`config.mk`:
```
export PLATFORM = sky130hd
export DESIGN_NAME = pwm_generator
export DESIGN_NICKNAME = d
export VERILOG_FILES = /design/src/rtl/pwm_generator.sv
export SDC_FILE = /design/constraint.sdc
export NUM_CORES = 1
export LEC_CHECK = 0
export CAP_MARGIN = 10
export CELL_PAD_IN_SITES_DETAIL_PLACEMENT = 1
export CELL_PAD_IN_SITES_GLOBAL_PLACEMENT = 1
export CORE_ASPECT_RATIO = 0.5
export CORE_UTILIZATION = 30
export CTS_CLUSTER_DIAMETER = 50
export DETAILED_ROUTE_END_ITERATION = 16
export MAX_ROUTING_LAYER = met4
export PLACE_DENSITY_LB_ADDON = 0.1
export SETUP_SLACK_MARGIN = 0.2
export SYNTH_ARGS = -nofsm -noshare
export SYNTH_HDL_FRONTEND = slang
export SYNTH_SLANG_ARGS = --single-unit
```
`constraint.sdc`:
```
create_clock -name CLK -period 3.19 [get_ports CLK]
set_input_delay 0.957 -clock CLK [delete_from_list [all_inputs] [get_ports CLK]]
set_output_delay 0.957 -clock CLK [all_outputs]
set_load 0.005 [all_outputs]
```
`src/rtl/pwm_generator.sv`:
```
// Edge-programmable PWM: window [LEFT,RIGHT) against an external period counter, with optional wrap (OVER).
// Optional build macro PWM_GEN_CYCLE_GUARD_EN: suppresses output outside CYCLE and clamps edges to CYCLE.
module pwm_generator #(
    parameter int WIDTH = 13
) (
    input  logic             CLK,
    input  logic             RESET_N,
    input  logic [WIDTH-1:0] TIME_CNT,
    input  logic [WIDTH-1:0] CYCLE,
    input  logic             OVER,
    input  logic [WIDTH-1:0] LEFT,
    input  logic [WIDTH-1:0] RIGHT,
    output logic             PWM_OUT
);

    logic [WIDTH-1:0] l_s_q, l_s_d;
    logic [WIDTH-1:0] r_s_q, r_s_d;
    logic             o_s_q, o_s_d;
    logic             pwm_q, pwm_d;

    logic             period_start;
    logic [WIDTH-1:0] eff_l;
    logic [WIDTH-1:0] eff_r;
    logic             eff_o;
    logic             hit;

    // Period start uses the live inputs so a new window applies from its very first count.
    always_comb begin
        period_start = (TIME_CNT == '0);
        eff_l        = period_start ? LEFT  : l_s_q;
        eff_r        = period_start ? RIGHT : r_s_q;
        eff_o        = period_start ? OVER  : o_s_q;

`ifdef PWM_GEN_CYCLE_GUARD_EN
        if (eff_l > CYCLE) eff_l = CYCLE;
        if (eff_r > CYCLE) eff_r = CYCLE;
`endif

        if (eff_o) begin
            hit = (TIME_CNT < eff_r) || (TIME_CNT >= eff_l);
        end else begin
            hit = (TIME_CNT >= eff_l) && (TIME_CNT < eff_r);
        end

`ifdef PWM_GEN_CYCLE_GUARD_EN
        if (TIME_CNT >= CYCLE) hit = 1'b0;
`endif

        l_s_d = period_start ? LEFT  : l_s_q;
        r_s_d = period_start ? RIGHT : r_s_q;
        o_s_d = period_start ? OVER  : o_s_q;
        pwm_d = hit;
    end

`ifndef PWM_GEN_CYCLE_GUARD_EN
    // CYCLE only matters to the guarded build.
    logic unused_cycle;
    assign unused_cycle = ^CYCLE;
`endif

    always_ff @(posedge CLK) begin
        if (!RESET_N) begin
            l_s_q <= '0;
            r_s_q <= '0;
            o_s_q <= 1'b0;
            pwm_q <= 1'b0;
        end else begin
            l_s_q <= l_s_d;
            r_s_q <= r_s_d;
            o_s_q <= o_s_d;
            pwm_q <= pwm_d;
        end
    end

    assign PWM_OUT = pwm_q;

endmodule

```
==> reports/summary.log, run 1 <==
qor: synthesis.synthDominantAreaCellType dfxtp_1
qor: worst_hold_path.min_path_type register to register
qor: timing.slew_at_the_pin_closest_to_its_max_slew_limit 0.233 ns
qor: timing.setup_total_negative_slack -0.0000249 ns
qor: outcome.status complete, but fails checks
qor: timing.setup_violations 1
qor: die.num_io_pins 56
qor: die.initial_standard_cell_utilization_of_the_core 31.9%
qor: job.maxCapViolations 0
qor: routing.vias 1426
qor: timing.finalMaxSlewViolations 0
qor: cts.h_tree_lvls 1
qor: synthesis.ys_seq_area_share 34.8%
qor: worst_setup_path.startpoint_to_endpoint_class_of_the_critical_path input port to register
qor: power.power_per_cell_area 252 mW/mm²
qor: global_route.grt_util_all_layers 18.6%
qor: synthesis.post_synth_instance_area 0.00161 mm²
qor: routing.first_iter_violations 31
qor: worst_setup_path.critical_path_cell_by_cell buf_8 -> nor4_4 -> nand4_1 -> buf_6 -> buf_12 -> buf_6 -> mux2i_4 -> ha_2 -> a21o_1 -> nand3_2 -> a21oi_4 -> or4b_4 -> a211oi_2 -> o22a_1
qor: synthesis.post_synth_num_cell_types 30
qor: power.vdd_ir_drop_max 0.000135 V
qor: worst_setup_path.r2r.worst_path.cells 8
qor: worst_setup_path.critical_path_peak_fanout 7
qor: synthesis.synth-edff-count 0
qor: layout.area_delta_synth_final 71.2%
qor: die.floorplan.die.width 106 µm
qor: global_route.grt_pass1_wl 7.61 mm
qor: timing.rsz0062_at_grt true
qor: synthesis.syn_area_per_cell 10.2 µm²
qor: die.die-height 53.8 µm
qor: routing.detail_route.drc_violations 0
qor: cts.clockBufferDepth 2
qor: routing.routedWlPerCell 15.7 µm
qor: timing.timing.fmax 0.313 GHz
qor: worst_hold_path.worst_hold_path.endpoint l_s_q[4]
qor: cts.cts_tree built
qor: layout.layout.core_utilization 54.6%
qor: place.gp_routability_congestion 0.753
qor: synthesis.synthCells 157
qor: cts.clkTransAtPathRegs 0.09 ns
qor: die.floorplan.rows 18
qor: synthesis.yosys-top-cells-count 28 x dfxtp_1, 25 x ha_1, 25 x mux2i_1, 25 x nor2b_1, 10 x a21oi_1
qor: worst_setup_path.path_common_cell buf_6
qor: synthesis.yosys_warnings 0
qor: layout.layout.nets 315
qor: synthesis.synthMostInstantiatedCell dfxtp_1
qor: worst_setup_path.timing.critical_path.required 3.41 ns
qor: power.power.static_leakage 0.00114 µW
qor: place.place_hpwl 3.33 mm
qor: worst_setup_path.timing.critical_path.to_type register
qor: global_route.grt_overflow 0
qor: worst_setup_path.r2r_start r_s_q[1]
qor: worst_setup_path.reg2reg_to PWM_OUT
qor: layout.drive_gt1_share 37.8%
qor: layout.num_antenna_cells 0
qor: worst_setup_path.ff2ff_setup_slack 1.25 ns
qor: global_route.grt_max_degree 28
qor: cts.worstSkewPairLatency 0.27 ns
qor: synthesis.synth_top_area_share 34.8%
qor: synthesis.synthFlopType dfxtp_1
qor: synthesis.postSynthRegisterBits 28
qor: worst_hold_path.timing.hold.worst_path_depth 2
qor: die.coreArea 0.00504 mm²
qor: die.die_outline_area 0.00568 mm²
qor: worst_setup_path.crit_path_top_delay_cell or4b_4
qor: cts.cts-hold-fix-buffers 0
qor: synthesis.syn_nets 237
qor: cts.clk_root_buffer_cell clkbuf_8
qor: routing.drt-vias-per-instance 4.71
qor: synthesis.synthTopCellsByArea dfxtp_1 35%, ha_1 19%, mux2i_1 16%
qor: timing.timing.final.ws_setup -0.0000249 ns
qor: timing.final_hold_viol_count 0
qor: routing.post_detailed_route_count_of_antenna_violating_nets 0
qor: routing.post_detailed_routing_wire_length 4.75 mm
qor: worst_setup_path.critPathMaxStageDelay 0.50 ns
qor: outcome.failed_checks setup timing
qor: timing.layout_min_cycle_time 3.19 ns
qor: synthesis.async_sr_flop_fraction 0%
qor: worst_setup_path.crit_path_start_kind input port
qor: global_route.via_count_of_the_first_global_routing_pass 1542
qor: timing.timing.slew.headroom 84.0%
qor: place.port_buffers 42
qor: cts.cts_inserted_buffers 3
qor: power.post-layout-total-power 695 µW
qor: timing.clk_skew 0.00203 ns
qor: routing.first_pass_iters 4
qor: timing.timing.final.crit_share 100%
qor: global_route.antenna_violations_before_repair 0
qor: worst_setup_path.timing.critical_path.arrival 3.41 ns
qor: cts.cts_num_sinks 28
qor: worst_hold_path.hp-start l_s_q[4]
-- worst max-delay path by stage --
| stage | endpoint | slack (ns) | start | cells after the start |
|---|---|---|---|---|
| after detailed placement | PWM_OUT | -0.73 | TIME_CNT[8] | 12 |
| after global placement | PWM_OUT | -0.68 | TIME_CNT[8] | 12 |
| after CTS | PWM_OUT | -0.004 | TIME_CNT[3] | 14 |
| final | PWM_OUT | -0.00002 | TIME_CNT[9] | 14 |
| after floorplan | PWM_OUT | -0.006 | TIME_CNT[8] | 12 |
| after global routing | PWM_OUT | -0.09 | TIME_CNT[9] | 14 |
-- sequential cells by signal, summed over array words and instances, names as in the netlist --
signal / flops
r_s_q: 13
l_s_q: 13
o_s_q: 1
PWM_OUT: 1
-- repair_timing --
item,4_1_cts,5_1_grt
gates cloned,1,0
gates resized for setup,104,13
pin swaps,23,11
buffers inserted,6,2
setup endpoints to repair,1,1
-- kinds of logic (layout without fill, tap and decap cells) --
logic type                 Yosys count  after routing  synth area share [%]
and+or+nand+nor                     47             47                  17.5
muxes                               27             27                  17.2
DFF                                 28             28                  34.8
adders and majority gates           25             25                  19.4
buffers and inverters                7             83                  2.02
AOI/OAI and AO/OA                   23             23                  9.02
-- report_power, final --
part	internal (µW)	total [µW]	switching, µW
sequential	350	350	0.207
clock	84.9	194	109
combinational	90.8	150	59.6
total	526	695	169
-- area by class of cell --
type,count,area (µm²)
Fill cell,550,2290
Inverter,2,7.51
Clock buffer,3,41.3
Timing Repair Buffer,78,719
Sequential cell,28,561
Multi-Input combinational cell,122,1340
Tap cell,70,87.6
-- metal layers --
| metal | wire [µm] | track usage (%) | up-vias |
|---|---|---|---|
| li1 | - | - | 725 |
| met1 | 2240 | 22.3 | 675 |
| met2 | 2330 | 34.5 | 24 |
| met3 | 169 | 3.51 | 2 |
| met4 | 13 | 2.08 | 0 |
| met5 | 0 | - | - |
-- metrics by stage --
| stage | hold slack [ns] | cell area (µm²) | worst slack (ns) | instances |
|---|---|---|---|---|
| after floorplan | 0.483 | 1630 | -0.00594 | 157 |
| after global placement | 0.505 | 2300 | -0.684 | 291 |
| after detailed placement | 0.518 | 2300 | -0.733 | 291 |
| after CTS | 0.542 | 2660 | -0.00372 | 301 |
| after global routing | 0.571 | 2750 | -0.0913 | 303 |
| final | 0.541 | 2750 | -0.0000249 | 303 |
-- cell usage in the layout, fill, tap and decap left out, types with 2 or more instances in the layout --
cell type / netlist / final
clkbuf_8: 0 / 3
inv_1: 2 / 2
ha_4: 0 / 7
and4_1: 2 / 2
mux2i_4: 0 / 11
mux2_4: 1 / 2
a21o_1: 4 / 4
clkdlybuf4s15_1: 0 / 2
nand4_1: 3 / 3
nand2_1: 5 / 5
buf_12: 0 / 3
buf_4: 1 / 30
nor2_1: 3 / 2
nor2b_1: 25 / 25
mux2i_1: 25 / 13
ha_1: 25 / 17
dfxtp_1: 28 / 28
a21oi_1: 10 / 5
clkdlybuf4s50_1: 0 / 29
o21ai_1: 0 / 2
buf_2: 2 / 6
buf_6: 0 / 6
a21oi_2: 0 / 4
-- critical path, delay by kind of cell --
family                     cells  cell delay [ns]
and+or+nand+nor                4             0.99
AOI/OAI and AO/OA              4             0.58
buffers and inverters          4             0.53
muxes                          1             0.17
adders and majority gates      1             0.17
No activity file was read; power rests on OpenSTA's default activity.
==> run 2, diff against run 1 <==
--- a/config.mk
+++ b/config.mk
@@ -13,7 +13,7 @@
 export CTS_CLUSTER_DIAMETER = 50
 export DETAILED_ROUTE_END_ITERATION = 16
 export MAX_ROUTING_LAYER = met4
-export PLACE_DENSITY_LB_ADDON = 0.1
+export PLACE_DENSITY = 0.79
 export SETUP_SLACK_MARGIN = 0.2
 export SYNTH_ARGS = -nofsm -noshare
 export SYNTH_HDL_FRONTEND = slang
==> reports/summary.log, run 2 (synthesis results as in run 1) <==
qor: routing.first_iter_violations 46 [+48%]
qor: layout.final.fill_count 529 [-3.8%]
qor: timing.setup_total_negative_slack -0.268 ns [-0.268 ns]
qor: layout.layout.nets 322 [+2.2%]
qor: layout.final_area 0.00282 mm² [+2.4%]
qor: place.gp_routability_congestion 0.862 [+15%]
qor: layout.final_common_cell buf_4
qor: outcome.failed_checks setup timing
qor: global_route.grt_max_degree 28 [unchanged]
qor: timing.slew_at_the_pin_closest_to_its_max_slew_limit 0.294 ns [+0.0617 ns]
qor: timing.timing.final.ws_setup -0.268 ns [-0.268 ns]
qor: global_route.grt_overflow 0 [unchanged]
qor: layout.register_area 561 µm² [unchanged]
qor: die.initial_standard_cell_utilization_of_the_core 31.9% [unchanged]
qor: global_route.gr-max-usage-layer met2
qor: cts.cts_tree built
qor: global_route.global_route.usage.met3 3.15% [-0.36 points]
qor: timing.timing.fmax 0.289 GHz [-7.7%]
qor: routing.detail_route.drc_violations 0 [unchanged]
qor: layout.reg_top3 l_s_q: 13 flops, r_s_q: 13 flops
qor: layout.multi_input_area 0.00134 mm² [about the same]
qor: job.maxCapViolations 0 [unchanged]
qor: timing.clk_skew 0.00268 ns [+0.000653 ns]
qor: layout.drive_gt1_share 40.7% [+2.9 points]
qor: timing.setup_violations 1 [unchanged]
qor: worst_setup_path.ff2ff_setup_slack 1.14 ns [-0.11 ns]
qor: worst_setup_path.crit_path_start_kind input port
qor: die.die_outline_area 0.00568 mm² [unchanged]
qor: cts.clkTransAtPathRegs 0.10 ns [about the same]
qor: power.power.static_leakage 0.00116 µW [+1.6%]
qor: cts.h_tree_lvls 1 [unchanged]
qor: worst_setup_path.timing.critical_path.to_type register
qor: power.power_per_cell_area 264 mW/mm² [+4.6%]
qor: routing.post_detailed_routing_wire_length 6.69 mm [+41%]
qor: routing.post_detailed_route_count_of_antenna_violating_nets 0 [unchanged]
qor: timing.finalMaxSlewViolations 0 [unchanged]
qor: global_route.via_count_of_the_first_global_routing_pass 1679 [+8.9%]
qor: cts.cts-hold-fix-buffers 0 [unchanged]
qor: die.die-height 53.8 µm [unchanged]
qor: layout.area_delta_synth_final 75.3%
qor: routing.routedWlPerCell 21.5 µm [+37%]
qor: power.vdd_ir_drop_max 0.000193 V [+44%]
qor: place.dpl_cell_area 0.00232 mm² [+0.98%]
qor: cts.clk_root_buffer_cell clkbuf_8
qor: cts.worstSkewPairLatency 0.28 ns [about the same]
qor: place.numPlacedInstances 294 [+1.0%]
qor: routing.first_pass_iters 4 [unchanged]
qor: timing.timing.slew.headroom 79.8% [-4.2 points]
qor: global_route.grt_pass1_wl 8.74 mm [+15%]
qor: die.floorplan.die.width 106 µm [unchanged]
qor: worst_setup_path.timing.critical_path.arrival 3.69 ns [+0.28 ns]
qor: timing.timing.final.crit_share 108% [+8.4 points]
qor: global_route.antenna_violations_before_repair 0 [unchanged]
qor: place.port_buffers 42 [unchanged]
qor: layout.most-common-layout-cells 37 x buf_4, 29 x clkdlybuf4s50_1, 28 x dfxtp_1, 25 x nor2b_1, 19 x ha_1
qor: worst_setup_path.timing.critical_path.required 3.42 ns [about the same]
qor: die.floorplan.rows 18 [unchanged]
qor: routing.vias 1561 [+9.5%]
qor: routing.drt-vias-per-instance 5.02 [+6.7%]
qor: worst_setup_path.startpoint_to_endpoint_class_of_the_critical_path input port to register
qor: layout.num_antenna_cells 0 [unchanged]
qor: cts.cts_num_sinks 28 [unchanged]
qor: timing.rsz0062_at_grt true
qor: layout.fin_cells 311 [+2.6%]
qor: global_route.grt_util_all_layers 21.5% [+2.9 points]
qor: worst_hold_path.min_path_type register to register
qor: timing.final_hold_viol_count 0 [unchanged]
qor: global_route.grt_use_met1 24.5% [+2.2 points]
qor: worst_setup_path.critical_path_peak_fanout 8 [+1]
qor: die.num_io_pins 56 [unchanged]
qor: cts.cts_inserted_buffers 3 [unchanged]
qor: die.coreArea 0.00504 mm² [unchanged]
qor: timing.layout_min_cycle_time 3.46 ns [+0.268 ns]
qor: place.place_hpwl 3.85 mm [+16%]
qor: outcome.status complete, but fails checks
qor: timing.finalHoldWorstSlack 0.538 ns [-0.00286 ns]
qor: cts.clockBufferDepth 2 [unchanged]
qor: global_route.gr-usage-met2 41.1% [+6.6 points]
-- run 2: path summary, 6_finish.rpt --
| kind | end | depth (start not counted) | startpoint |
|---|---|---|---|
| max | PWM_OUT | 12 | TIME_CNT[1] |
| min reg2reg | l_s_q[4] | 2 | l_s_q[4] |
| max reg2reg | PWM_OUT | 8 | r_s_q[4] |
| min | l_s_q[4] | 2 | l_s_q[4] |
-- run 2: report_power, final --
| group | internal [µW] | switching [µW] | total, µW |
|---|---|---|---|
| combinational | 95.6 | 71.6 | 167 |
| sequential | 350 | 0.165 | 350 |
| clock | 111 | 116 | 227 |
| total | 556 | 188 | 744 |
-- run 2: layer usage --
| layer | part of all wire (%) | wire, µm | vias to the layer above |
|---|---|---|---|
| li1 | - | - | 737 |
| met1 | 42 | 2840 | 762 |
| met2 | 49 | 3300 | 44 |
| met3 | 4.6 | 308 | 18 |
| met4 | 3.7 | 246 | 0 |
| met5 | 0 | 0 | - |
-- run 2: final cells by class --
cell class                 instances  share of cell area [%]
clock buffer                       4                    1.95
inverter                           2                   0.266
multi-input combinational        122                    47.4
sequential                        28                    19.9
tap                               70                    3.11
timing repair buffer              85                    27.4
-- run 2: stage by stage --
stage / utilization, % / setup slack (ns) / power (µW)
after floorplan: - / -0.00594 / 397
final: 55.9 / -0.268 / 744
after global routing: 55.9 / -0.320 / 772
after detailed placement: 46.0 / -0.882 / 488
after CTS: 51.0 / -0.0883 / 717
after global placement: 46.0 / -0.600 / 480
-- run 2: repair_timing --
item                       in CTS  in global routing
hold endpoints to repair        0                  0
setup endpoints to repair       1                  1
resized for setup              77                 41
pin swaps                      15                 14
buffers inserted               10                  3
-- run 2: worst max-delay path: stages --
cell      delay, ns
buf_2          0.11
nor4_2         0.32
nand4_1        0.27
buf_8          0.24
buf_12         0.15
mux2i_2        0.22
ha_1           0.30
nand4_1        0.17
a21oi_2        0.05
or4b_4         0.54
a211oi_2       0.16
o22a_1         0.17
